File: config.mk
export PLATFORM = sky130hd
export DESIGN_NAME = stopwatch_core_flat
export DESIGN_NICKNAME = d
export VERILOG_FILES = /design/src/rtl/stopwatch_pkg.sv /design/src/rtl/stopwatch_if.sv /design/src/rtl/stopwatch_bcd_split.sv /design/src/rtl/stopwatch_core.sv /design/src/flat_wrapper.sv
export SDC_FILE = /design/constraint.sdc
export NUM_CORES = 1
export LEC_CHECK = 0
export CORE_ASPECT_RATIO = 1.5
export CORE_MARGIN = 1.5
export CORE_UTILIZATION = 51
export DETAILED_ROUTE_END_ITERATION = 8
export PLACE_DENSITY = 0.77
export SLEW_MARGIN = 25
export SYNTH_ARGS = -nofsm -noshare
export SYNTH_HDL_FRONTEND = slang
export SYNTH_SLANG_ARGS = --single-unit
export TNS_END_PERCENT = 50
File: constraint.sdc
create_clock -name clk -period 3.4 [get_ports clk]
set_input_delay 0.68 -clock clk [delete_from_list [all_inputs] [get_ports clk]]
set_output_delay 0.68 -clock clk [all_outputs]
set_load 0.03 [all_outputs]
File: src/rtl/stopwatch_pkg.sv
// Shared constants and state encoding for the stopwatch timekeeping core.
package stopwatch_pkg;

  typedef enum logic [1:0] {
    PAUSED = 2'd0,
    RUN    = 2'd1,
    ADJUST = 2'd2
  } state_e;

  localparam logic [1:0] ST_PAUSED = PAUSED;
  localparam logic [1:0] ST_RUN    = RUN;
  localparam logic [1:0] ST_ADJUST = ADJUST;

  localparam int DEF_MIN_MAX = 59;
  localparam int DEF_SEC_MAX = 59;
  localparam int BCD_W       = 4;

endpackage

File: src/rtl/stopwatch_if.sv
// Control inputs and display outputs of the stopwatch core; master drives controls, slave is the core.
interface stopwatch_if import stopwatch_pkg::*; #(
  parameter int MIN_W = 6,
  parameter int SEC_W = 6
);
  logic             tick_1hz;
  logic             tick_2hz;
  logic             adj;
  logic             sel;
  logic             pause;
  logic             dir;
  logic [MIN_W-1:0] minutes;
  logic [SEC_W-1:0] seconds;
  logic [BCD_W-1:0] min_tens;
  logic [BCD_W-1:0] min_ones;
  logic [BCD_W-1:0] sec_tens;
  logic [BCD_W-1:0] sec_ones;
  logic             running;
  logic             wrap;

  modport master (
    output tick_1hz, tick_2hz, adj, sel, pause, dir,
    input  minutes, seconds, min_tens, min_ones, sec_tens, sec_ones, running, wrap
  );

  modport slave (
    input  tick_1hz, tick_2hz, adj, sel, pause, dir,
    output minutes, seconds, min_tens, min_ones, sec_tens, sec_ones, running, wrap
  );
endinterface

File: src/rtl/stopwatch_bcd_split.sv
// Combinational split of a 0-99 binary value into tens and ones BCD digits.
module bcd_split import stopwatch_pkg::*; #(
  parameter int W = 7
) (
  input  logic [W-1:0]     value,
  output logic [BCD_W-1:0] tens,
  output logic [BCD_W-1:0] ones
);

  assign tens = BCD_W'(value / W'(10));
  assign ones = BCD_W'(value % W'(10));

endmodule

File: src/rtl/stopwatch_core.sv
// Minutes/seconds stopwatch with run/pause, up/down counting, field adjust and registered BCD digits.
module stopwatch_core import stopwatch_pkg::*; #(
  parameter int MIN_MAX = DEF_MIN_MAX,
  parameter int SEC_MAX = DEF_SEC_MAX,
  parameter int MIN_W   = 6,
  parameter int SEC_W   = 6
) (
  input logic        clk,
  input logic        rst,
  stopwatch_if.slave sw
);

  localparam logic [MIN_W-1:0] MIN_TOP = MIN_W'(MIN_MAX);
  localparam logic [SEC_W-1:0] SEC_TOP = SEC_W'(SEC_MAX);
  localparam logic [MIN_W-1:0] MIN_ONE = MIN_W'(1);
  localparam logic [SEC_W-1:0] SEC_ONE = SEC_W'(1);

  logic [1:0]       state, state_n;
  logic             resume_run, resume_n;
  logic             pause_prev;
  logic             pause_edge;
  logic [MIN_W-1:0] minutes, min_n;
  logic [SEC_W-1:0] seconds, sec_n;
  logic             wrap, wrap_n;
  logic [BCD_W-1:0] min_tens, min_ones, sec_tens, sec_ones;
  logic [BCD_W-1:0] min_tens_c, min_ones_c, sec_tens_c, sec_ones_c;

  assign pause_edge = sw.pause & ~pause_prev;

  // adj beats both ticks and pause edges; a tick in the adj-entry cycle is dropped
  always_comb begin
    state_n  = state;
    resume_n = resume_run;
    min_n    = minutes;
    sec_n    = seconds;
    wrap_n   = 1'b0;
    case (state)
      ST_PAUSED: begin
        if (sw.adj) begin
          state_n  = ST_ADJUST;
          resume_n = 1'b0;
        end else if (pause_edge) begin
          state_n = ST_RUN;
        end
      end
      ST_RUN: begin
        if (sw.adj) begin
          state_n  = ST_ADJUST;
          resume_n = 1'b1;
        end else begin
          if (sw.tick_1hz) begin
            if (!sw.dir) begin
              if (seconds < SEC_TOP) begin
                sec_n = seconds + SEC_ONE;
              end else begin
                sec_n = '0;
                if (minutes < MIN_TOP) begin
                  min_n = minutes + MIN_ONE;
                end else begin
                  min_n  = '0;
                  wrap_n = 1'b1;
                end
              end
            end else begin
              if (seconds != '0) begin
                sec_n = seconds - SEC_ONE;
              end else begin
                sec_n = SEC_TOP;
                if (minutes != '0) begin
                  min_n = minutes - MIN_ONE;
                end else begin
                  min_n  = MIN_TOP;
                  wrap_n = 1'b1;
                end
              end
            end
          end
          if (pause_edge) state_n = ST_PAUSED;
        end
      end
      ST_ADJUST: begin
        if (sw.tick_2hz) begin
          if (sw.sel) begin
            if (!sw.dir) sec_n = (seconds == SEC_TOP) ? '0 : seconds + SEC_ONE;
            else         sec_n = (seconds == '0) ? SEC_TOP : seconds - SEC_ONE;
          end else begin
            if (!sw.dir) min_n = (minutes == MIN_TOP) ? '0 : minutes + MIN_ONE;
            else         min_n = (minutes == '0) ? MIN_TOP : minutes - MIN_ONE;
          end
        end
        if (!sw.adj) state_n = resume_run ? ST_RUN : ST_PAUSED;
      end
      default: state_n = ST_PAUSED;
    endcase
  end

  bcd_split #(.W(MIN_W)) u_min_split (.value(minutes), .tens(min_tens_c), .ones(min_ones_c));
  bcd_split #(.W(SEC_W)) u_sec_split (.value(seconds), .tens(sec_tens_c), .ones(sec_ones_c));

  // BCD registers sample the current binary, so digits trail the counters by one cycle
  always_ff @(posedge clk) begin
    if (rst) begin
      state      <= ST_PAUSED;
      resume_run <= 1'b0;
      pause_prev <= 1'b0;
      minutes    <= '0;
      seconds    <= '0;
      wrap       <= 1'b0;
      min_tens   <= '0;
      min_ones   <= '0;
      sec_tens   <= '0;
      sec_ones   <= '0;
    end else begin
      state      <= state_n;
      resume_run <= resume_n;
      pause_prev <= sw.pause;
      minutes    <= min_n;
      seconds    <= sec_n;
      wrap       <= wrap_n;
      min_tens   <= min_tens_c;
      min_ones   <= min_ones_c;
      sec_tens   <= sec_tens_c;
      sec_ones   <= sec_ones_c;
    end
  end

  assign sw.minutes  = minutes;
  assign sw.seconds  = seconds;
  assign sw.min_tens = min_tens;
  assign sw.min_ones = min_ones;
  assign sw.sec_tens = sec_tens;
  assign sw.sec_ones = sec_ones;
  assign sw.running  = (state == ST_RUN);
  assign sw.wrap     = wrap;

endmodule

File: src/flat_wrapper.sv
// flat-port wrapper written by rule: the top's interface ports become plain ports
module stopwatch_core_flat import stopwatch_pkg::*;
#(
  parameter int MIN_MAX = DEF_MIN_MAX,
  parameter int SEC_MAX = DEF_SEC_MAX,
  parameter int MIN_W   = 6,
  parameter int SEC_W   = 6
)
  (clk, rst, sw_tick_1hz, sw_tick_2hz, sw_adj, sw_sel, sw_pause, sw_dir, sw_minutes, sw_seconds, sw_min_tens, sw_min_ones, sw_sec_tens, sw_sec_ones, sw_running, sw_wrap);
  stopwatch_if #(.MIN_W(MIN_W), .SEC_W(SEC_W)) sw_i ();
  input logic clk;
  input logic rst;
  input wire logic [$bits(sw_i.tick_1hz)-1:0] sw_tick_1hz;
  input wire logic [$bits(sw_i.tick_2hz)-1:0] sw_tick_2hz;
  input wire logic [$bits(sw_i.adj)-1:0] sw_adj;
  input wire logic [$bits(sw_i.sel)-1:0] sw_sel;
  input wire logic [$bits(sw_i.pause)-1:0] sw_pause;
  input wire logic [$bits(sw_i.dir)-1:0] sw_dir;
  output wire logic [$bits(sw_i.minutes)-1:0] sw_minutes;
  output wire logic [$bits(sw_i.seconds)-1:0] sw_seconds;
  output wire logic [$bits(sw_i.min_tens)-1:0] sw_min_tens;
  output wire logic [$bits(sw_i.min_ones)-1:0] sw_min_ones;
  output wire logic [$bits(sw_i.sec_tens)-1:0] sw_sec_tens;
  output wire logic [$bits(sw_i.sec_ones)-1:0] sw_sec_ones;
  output wire logic [$bits(sw_i.running)-1:0] sw_running;
  output wire logic [$bits(sw_i.wrap)-1:0] sw_wrap;
  assign sw_i.tick_1hz = sw_tick_1hz;
  assign sw_i.tick_2hz = sw_tick_2hz;
  assign sw_i.adj = sw_adj;
  assign sw_i.sel = sw_sel;
  assign sw_i.pause = sw_pause;
  assign sw_i.dir = sw_dir;
  assign sw_minutes = sw_i.minutes;
  assign sw_seconds = sw_i.seconds;
  assign sw_min_tens = sw_i.min_tens;
  assign sw_min_ones = sw_i.min_ones;
  assign sw_sec_tens = sw_i.sec_tens;
  assign sw_sec_ones = sw_i.sec_ones;
  assign sw_running = sw_i.running;
  assign sw_wrap = sw_i.wrap;
  stopwatch_core #(.MIN_MAX(MIN_MAX), .SEC_MAX(SEC_MAX), .MIN_W(MIN_W), .SEC_W(SEC_W)) u_core (.clk(clk), .rst(rst), .sw(sw_i));
endmodule
==> results of run 1 <==
## registers in the layout, summed over array words and instances (netlist names)
signal              flops
u_core.sw.wrap          1
u_core.sw.min_tens      3
u_core.state            2
u_core.pause_prev       1
u_core.sw.minutes       6
u_core.sw.min_ones      4
u_core.sw.sec_tens      3
u_core.sw.seconds       6
u_core.sw.sec_ones      4
u_core.resume_run       1
## stage by stage
| step | worst slack [ps] | area [um2] | hold WS (ps) |
|---|---|---|---|
| CTS | 616.7 | 2635 | 507.9 |
| finish | 592.8 | 2643 | 504.5 |
| floorplan | 766.7 | 2177 | 465.5 |
| global placement | 748.7 | 2517 | 494.4 |
| detailed placement | 643.1 | 2517 | 488.9 |
| global route | 467.5 | 2643 | 556.5 |
## cell type report
class	count	area, um2
clock inverter	2	35.03
sequential	31	620.6
clock buffer	6	82.58
multi-input combinational	209	1404
timing repair buffer	41	395.4
tap	45	56.30
inverter	13	48.80
fill	345	1386
## where the power goes
part	switching [mW]	internal, mW	leakage, nW
registers	0.0778	0.420	0.253
logic	0.402	0.324	0.652
clock network	0.146	0.237	0.0612
## cell usage in the layout (no fill, tap or decap), types with 2 or more instances in the layout
cell type	instances
nand2_1	18
nand3b_1	3
o221ai_1	2
nor2_1	29
dfxtp_1	31
conb_1	2
mux2i_1	5
nor4b_1	2
nor3b_1	5
a221oi_1	3
ha_1	14
mux2_2	2
o32a_1	2
or2_2	2
a2bb2oi_1	2
a21boi_1	2
or3_1	2
o211ai_1	3
a211oi_1	2
nand3_1	9
a32oi_1	3
clkbuf_8	6
inv_1	13
nor3_1	5
a311oi_2	2
a21boi_0	2
clkdlybuf4s50_1	35
o22ai_1	3
o21ai_0	9
a311oi_1	2
buf_4	6
a22oi_1	4
xnor2_1	3
nand2b_1	11
nor2b_1	16
a21oi_1	19
xor2_1	2
## worst max-delay path: stages (launching register included)
cell	delay [ps]
dfxtp_1	390
inv_1	190
ha_1	180
or4b_4	490
or3b_4	450
a311oi_2	470
buf_4	240
a21boi_1	160
o22ai_1	90
## path summary, 6_finish.rpt
check / startpoint / end / cells after the start
setup / recovery: u_core.sw.seconds[0]$_SDFFE_PP0P_ / u_core.sw.minutes[5]$_SDFFE_PP0P_ / 8
hold / removal: u_core.resume_run$_SDFFE_PP0P_ / u_core.resume_run$_SDFFE_PP0P_ / 2
setup reg to reg: u_core.sw.seconds[0]$_SDFFE_PP0P_ / u_core.sw.minutes[5]$_SDFFE_PP0P_ / 8
hold reg to reg: u_core.resume_run$_SDFFE_PP0P_ / u_core.resume_run$_SDFFE_PP0P_ / 2
## logic make-up (layout without fill, tap and decap cells)
logic type / Yosys count / after routing / share of synthesized area [%]
AO/OA/AOI/OAI: 71 / 71 / 23.43
XOR/XNOR: 5 / 5 / 2.015
adder cells (fa/ha/maj): 14 / 14 / 8.060
buffers and inverters: 36 / 62 / 7.369
flip-flops: 31 / 31 / 28.56
multiplexers: 7 / 7 / 3.339
other: 1 / 2 / 0.1725
AND/OR/NAND/NOR: 110 / 110 / 27.06
## metal layers
layer	GRT usage [%]	part of all wire [%]	wire length, um	vias up
li1	-	-	-	1022
met1	26.69	42	2088	958
met2	37.86	52	2574	64
met3	4.829	4.1	200	7
met4	8.225	1.4	68	0
met5	0	0	0	-
==> results.md, run 1 <==
* Status: completed
* Max_cap viols at 0
* Leak Pwr at 0.9658 nW
* GRT Total Usage at 22.14%
* CP endpoint kind: register
* Placer Congestion at 0.8596
* WS Path Type: register to register
* Die Ht at 82.95 um
* Die area at 0.004670 mm2
* Antenna violations before repair at 0
* Post-route non-filler standard cell count at approximately 350
* Crit path arrival time at 2950 ps
* Worst Max-Slew Pin Slew at just over 800 ps
* HP Class: register to register
* Post-synth EDFFs at 0
* Max_slew headroom at 46.34%
* Seq/Total Area, Yosys at 28.55%
* Tmin final at 2807 ps
* Fmax at 0.3562 GHz
* Yosys top cell area share at 28.55%
* Syn_area_per_cell at 7.903 um2
* Worst VDD drop at 0.4321 mV
* First-pass GRT wire length at 8535 um
* Vias in the first global route at roughly 1.9k
* Detailed placement HPWL at 3339 um
* I/O Buffers at 35
* Post-synthesis cell count at 275
* Core Footprint at 0.004029 mm2
* Final Hold Fails at 0
* Total inserted antenna cells at 0
* Worst R2R Setup Slack at 590 ps
* Clk pin slew, worst setup/hold paths at 70 ps
* GRT overflow at 0
* Starting density of the core at between 50% and 60%
* Mapped Area at 0.002173 mm2
* DR DRC count at 0
* Final Skew at 10.12 ps
* Postcts setup bufs at 0
* I/O Pins at 38
* Register bit count reported by yosys at 31
* RSZ-0062 raised after global routing: false
* Post-route setup TNS at 0 ps
* Die X at 56.30 um
* Synth-to-layout area growth at 21.59%
* Largest net degree at the start of global routing at 33
* Maximum clock insertion buffer count at 2
* Via density at approximately 5.9
* TritonCTS Buffers at 5
* Critical Path RT at 3540 ps
* DR WL/cell at around 14 um
* Resized cells post-CTS at 0
* Yosys cell types at between 50 and 60
* Post-Place Cells at around 340
* H-Tree Level Count at 2
* DR vias at about 2.1k
* Fraction of layout cells with a size suffix above 1 at approximately 8.6%
* DR pass1 iterations at 4
* # setup viols final at 0
* Largest cells by area after synthesis: dfxtp_1, ha_1, nor2_1
* Synth Flop Type: dfxtp_1
* Post-synth ARST share at 0%
* Area leader, netlist: dfxtp_1
* Pwr/cell area at 608.0 mW/mm2
* Period utilization at 82.57%
* Overall Power at 1.607 mW
* Initial DRC count at 77
* Slew Limit Fails at 0
* CTS root buf: clkbuf_8
* Clock Latency Late Sink at 280 ps
* CP Launch Type: register
* Post-DRT Antenna Nets at 0
* Cell with the most instances after synthesis: dfxtp_1
* CTS Sinks at 31
* Rows at 28
* CTS tree: yes
* Final nets at 323
* WL final at around 4900 um
* Cts hold-fix bufs at 0
* Final Util at between 60% and 70%
* Post-synth top cells: dfxtp_1, nor2_1, a21oi_1, nand2_1, nor2b_1
* Crit-path max FO at 9
* Syn. warnings at 0
No activity file was read; power rests on OpenSTA's default activity.
==> run 2: changes to the inputs <==
--- a/config.mk
+++ b/config.mk
@@ -7,9 +7,9 @@
 export LEC_CHECK = 0
 export CORE_ASPECT_RATIO = 1.5
 export CORE_MARGIN = 1.5
-export CORE_UTILIZATION = 51
+export CORE_UTILIZATION = 48
 export DETAILED_ROUTE_END_ITERATION = 8
-export PLACE_DENSITY = 0.77
+export PLACE_DENSITY = 0.76
 export SLEW_MARGIN = 25
 export SYNTH_ARGS = -nofsm -noshare
 export SYNTH_HDL_FRONTEND = slang
==> constraint.sdc (replaced) <==
create_clock -name clk -period 2.55 [get_ports clk]
set_input_delay 0.51 -clock clk [delete_from_list [all_inputs] [get_ports clk]]
set_output_delay 0.51 -clock clk [all_outputs]
set_load 0.03 [all_outputs]
==> run 2 against run 1 <==
  * The flow now finishes with violations (DRC)
  * Fmax grew 19%
  * Sequential share of layout area shrank 0.81 points
  * Sequential power grew 23%
  * Routed wire length shrank 1.8%
  * Count of clock-buffer cells in the layout is the same
  * Global-route usage shrank 0.93 points
  * Final cell count grew 4.3%
  * Highest routed layer unchanged
  * Clock power grew 33%
  * Non-clock buffer count grew 14
  * Utilization shrank 1.5 points
  * Combinational power grew 45%
  * Largest cell class unchanged
  * Sequential cell count is the same
==> results.md, run 2 (synthesized netlist as in run 1, its figures left out) <==
* Hold Path Cell Cnt at 2
* Core Footprint at 0.004282 mm2
* Clk pin slew, worst setup/hold paths at 80 ps
* Die X at 57.94 um
* First-pass GRT wire length at 8273 um
* Fraction of layout cells with a size suffix above 1 at 12.66%
* Most frequent cells in the layout: clkdlybuf4s50_1, dfxtp_1, nor2_1
* Final nets at 337
* WHS Endpoint: u_core.state[0]$_SDFFE_PP0P_
* Post-DRT Antenna Nets at 0
* Postcts setup bufs at 0
* I/O Buffers at 35
* Worst VDD drop at about 0.42 mV
* Final Cell Area at 0.002743 mm2
* Clock Latency Late Sink at 300 ps
* Critical Path RT at 2750 ps
* Crit path arrival time at 2570 ps
* CTS root buf: clkbuf_8
* Crit-path max FO at 11
* Largest net degree at the start of global routing at 18
* Synth-to-layout area growth at 26.19%
* Tmin final at between 2000 and 2500 ps
* Antenna violations before repair at 0
* GRT overflow at 0
* Max_cap viols at 0
* Final Hold Fails at 0
* Starting density of the core at 50.76%
* Via density at 5.773
* Max_slew headroom at 43.25%
* Failing checks: DRC
* DR WL/cell at 13.38 um
* Final Util at 64.06%
* Detailed placement HPWL at 3497 um
* Dpl ws at 205.1 ps
* Resized cells post-CTS at 0
* Final Skew at around 13 ps
* HP Class: register to register
* Maximum clock insertion buffer count at 2
* WL final at 4845 um
* Commonest non-fill, non-tap cell in the layout: clkdlybuf4s50_1
* WS Path Type: register to register
* Die Ht at 85.41 um
* Rows at 29
* Period utilization at 92.67%
* FF-to-FF path depth at 8
* DR DRC count at 4
* I/O Pins at 38
* Cts hold-fix bufs at 0
* Initial DRC count at 72
* Total inserted antenna cells at 0
* H-Tree Level Count at 2
* Reg2reg start: u_core.sw.seconds[1]$_SDFFE_PP0P_
* CTS Sinks at 31
* Leak Pwr at roughly 1.0 nW
* CP endpoint kind: register
* Reg2reg end: u_core.sw.minutes[4]$_SDFFE_PP0P_
* Regs by FF count: u_core.sw.minutes (6), u_core.sw.seconds (6)
* Hold path start: u_core.state[0]$_SDFFE_PP0P_
* Slew Limit Fails at 0
* CP Launch Type: register
* Post-route setup TNS at 0 ps
* Post-DP Area at 0.002625 mm2
* CTS tree: yes
* Vias in the first global route at 1877
* Worst R2R Setup Slack at 190 ps
* RSZ-0062 raised after global routing: false
* Pwr/cell area at 793.5 mW/mm2
* Worst Max-Slew Pin Slew at 840.3 ps
* DR vias at 2090
* DR pass1 iterations at 7
* TritonCTS Buffers at 5
* Placer Congestion at just under 0.9
* Die area at 0.004949 mm2
* # setup viols final at 0
* GRT Total Usage at 21.21%
* Status: finished with violations
* Worst setup margin at 187.0 ps
* Fmax at 0.4232 GHz
-- run 2: worst max path at each step --
stage | from | slack (ps) | endpoint
floorplan | u_core.sw.seconds[1]$_SDFFE_PP0P_ | 10 | u_core.sw.minutes[2]$_SDFFE_PP0P_
global placement | sw_dir | 260 | u_core.sw.minutes[4]$_SDFFE_PP0P_
detailed placement | sw_dir | 210 | u_core.sw.minutes[4]$_SDFFE_PP0P_
CTS | u_core.sw.seconds[1]$_SDFFE_PP0P_ | 180 | u_core.sw.minutes[4]$_SDFFE_PP0P_
global route | u_core.sw.seconds[0]$_SDFFE_PP0P_ | 50 | u_core.sw.minutes[4]$_SDFFE_PP0P_
finish | u_core.sw.seconds[1]$_SDFFE_PP0P_ | 190 | u_core.sw.minutes[4]$_SDFFE_PP0P_
-- run 2: report_power, final --
| part | internal [mW] | switching (mW) | leakage, nW |
|---|---|---|---|
| Clock | 0.316 | 0.196 | 0.0612 |
| Sequential | 0.560 | 0.0528 | 0.253 |
| Combinational | 0.466 | 0.585 | 0.721 |
-- run 2: final cells by class --
class                      instances  area (um2)
multi-input combinational        209        1396
sequential                        31       621.8
clock buffer                       6       82.58
tap                               46       57.56
clock inverter                     2       35.03
timing repair buffer              55       500.5
fill                             387        1539
inverter                          13       48.80
-- run 2: critical path, cell delays in order (launching register included) --
cell and delay, ps:
dfxtp_2 320, inv_1 60, ha_1 150, or4b_4 500, or3b_4 450, a311oi_2 270, buf_4 220, a21oi_2 70
a311oi_2 240
-- run 2: routing by layer --
layer	GRT usage [%]	share of wire [%]	vias up
li1	-	-	1056
met1	25.57	44	976
met2	34.81	50	51
met3	5.030	4.0	7
met4	10.15	1.5	0
met5	0	0	-
-- run 2: through the flow --
stage / instances / hold slack (ps) / power (mW)
after floorplan: 276 / 465.5 / 1.364
final: 362 / 516.6 / 2.176
after global placement: 354 / 490.5 / 1.651
after global routing: 362 / 542.2 / 2.315
after detailed placement: 354 / 505.6 / 1.668
after CTS: 362 / 514.3 / 2.185
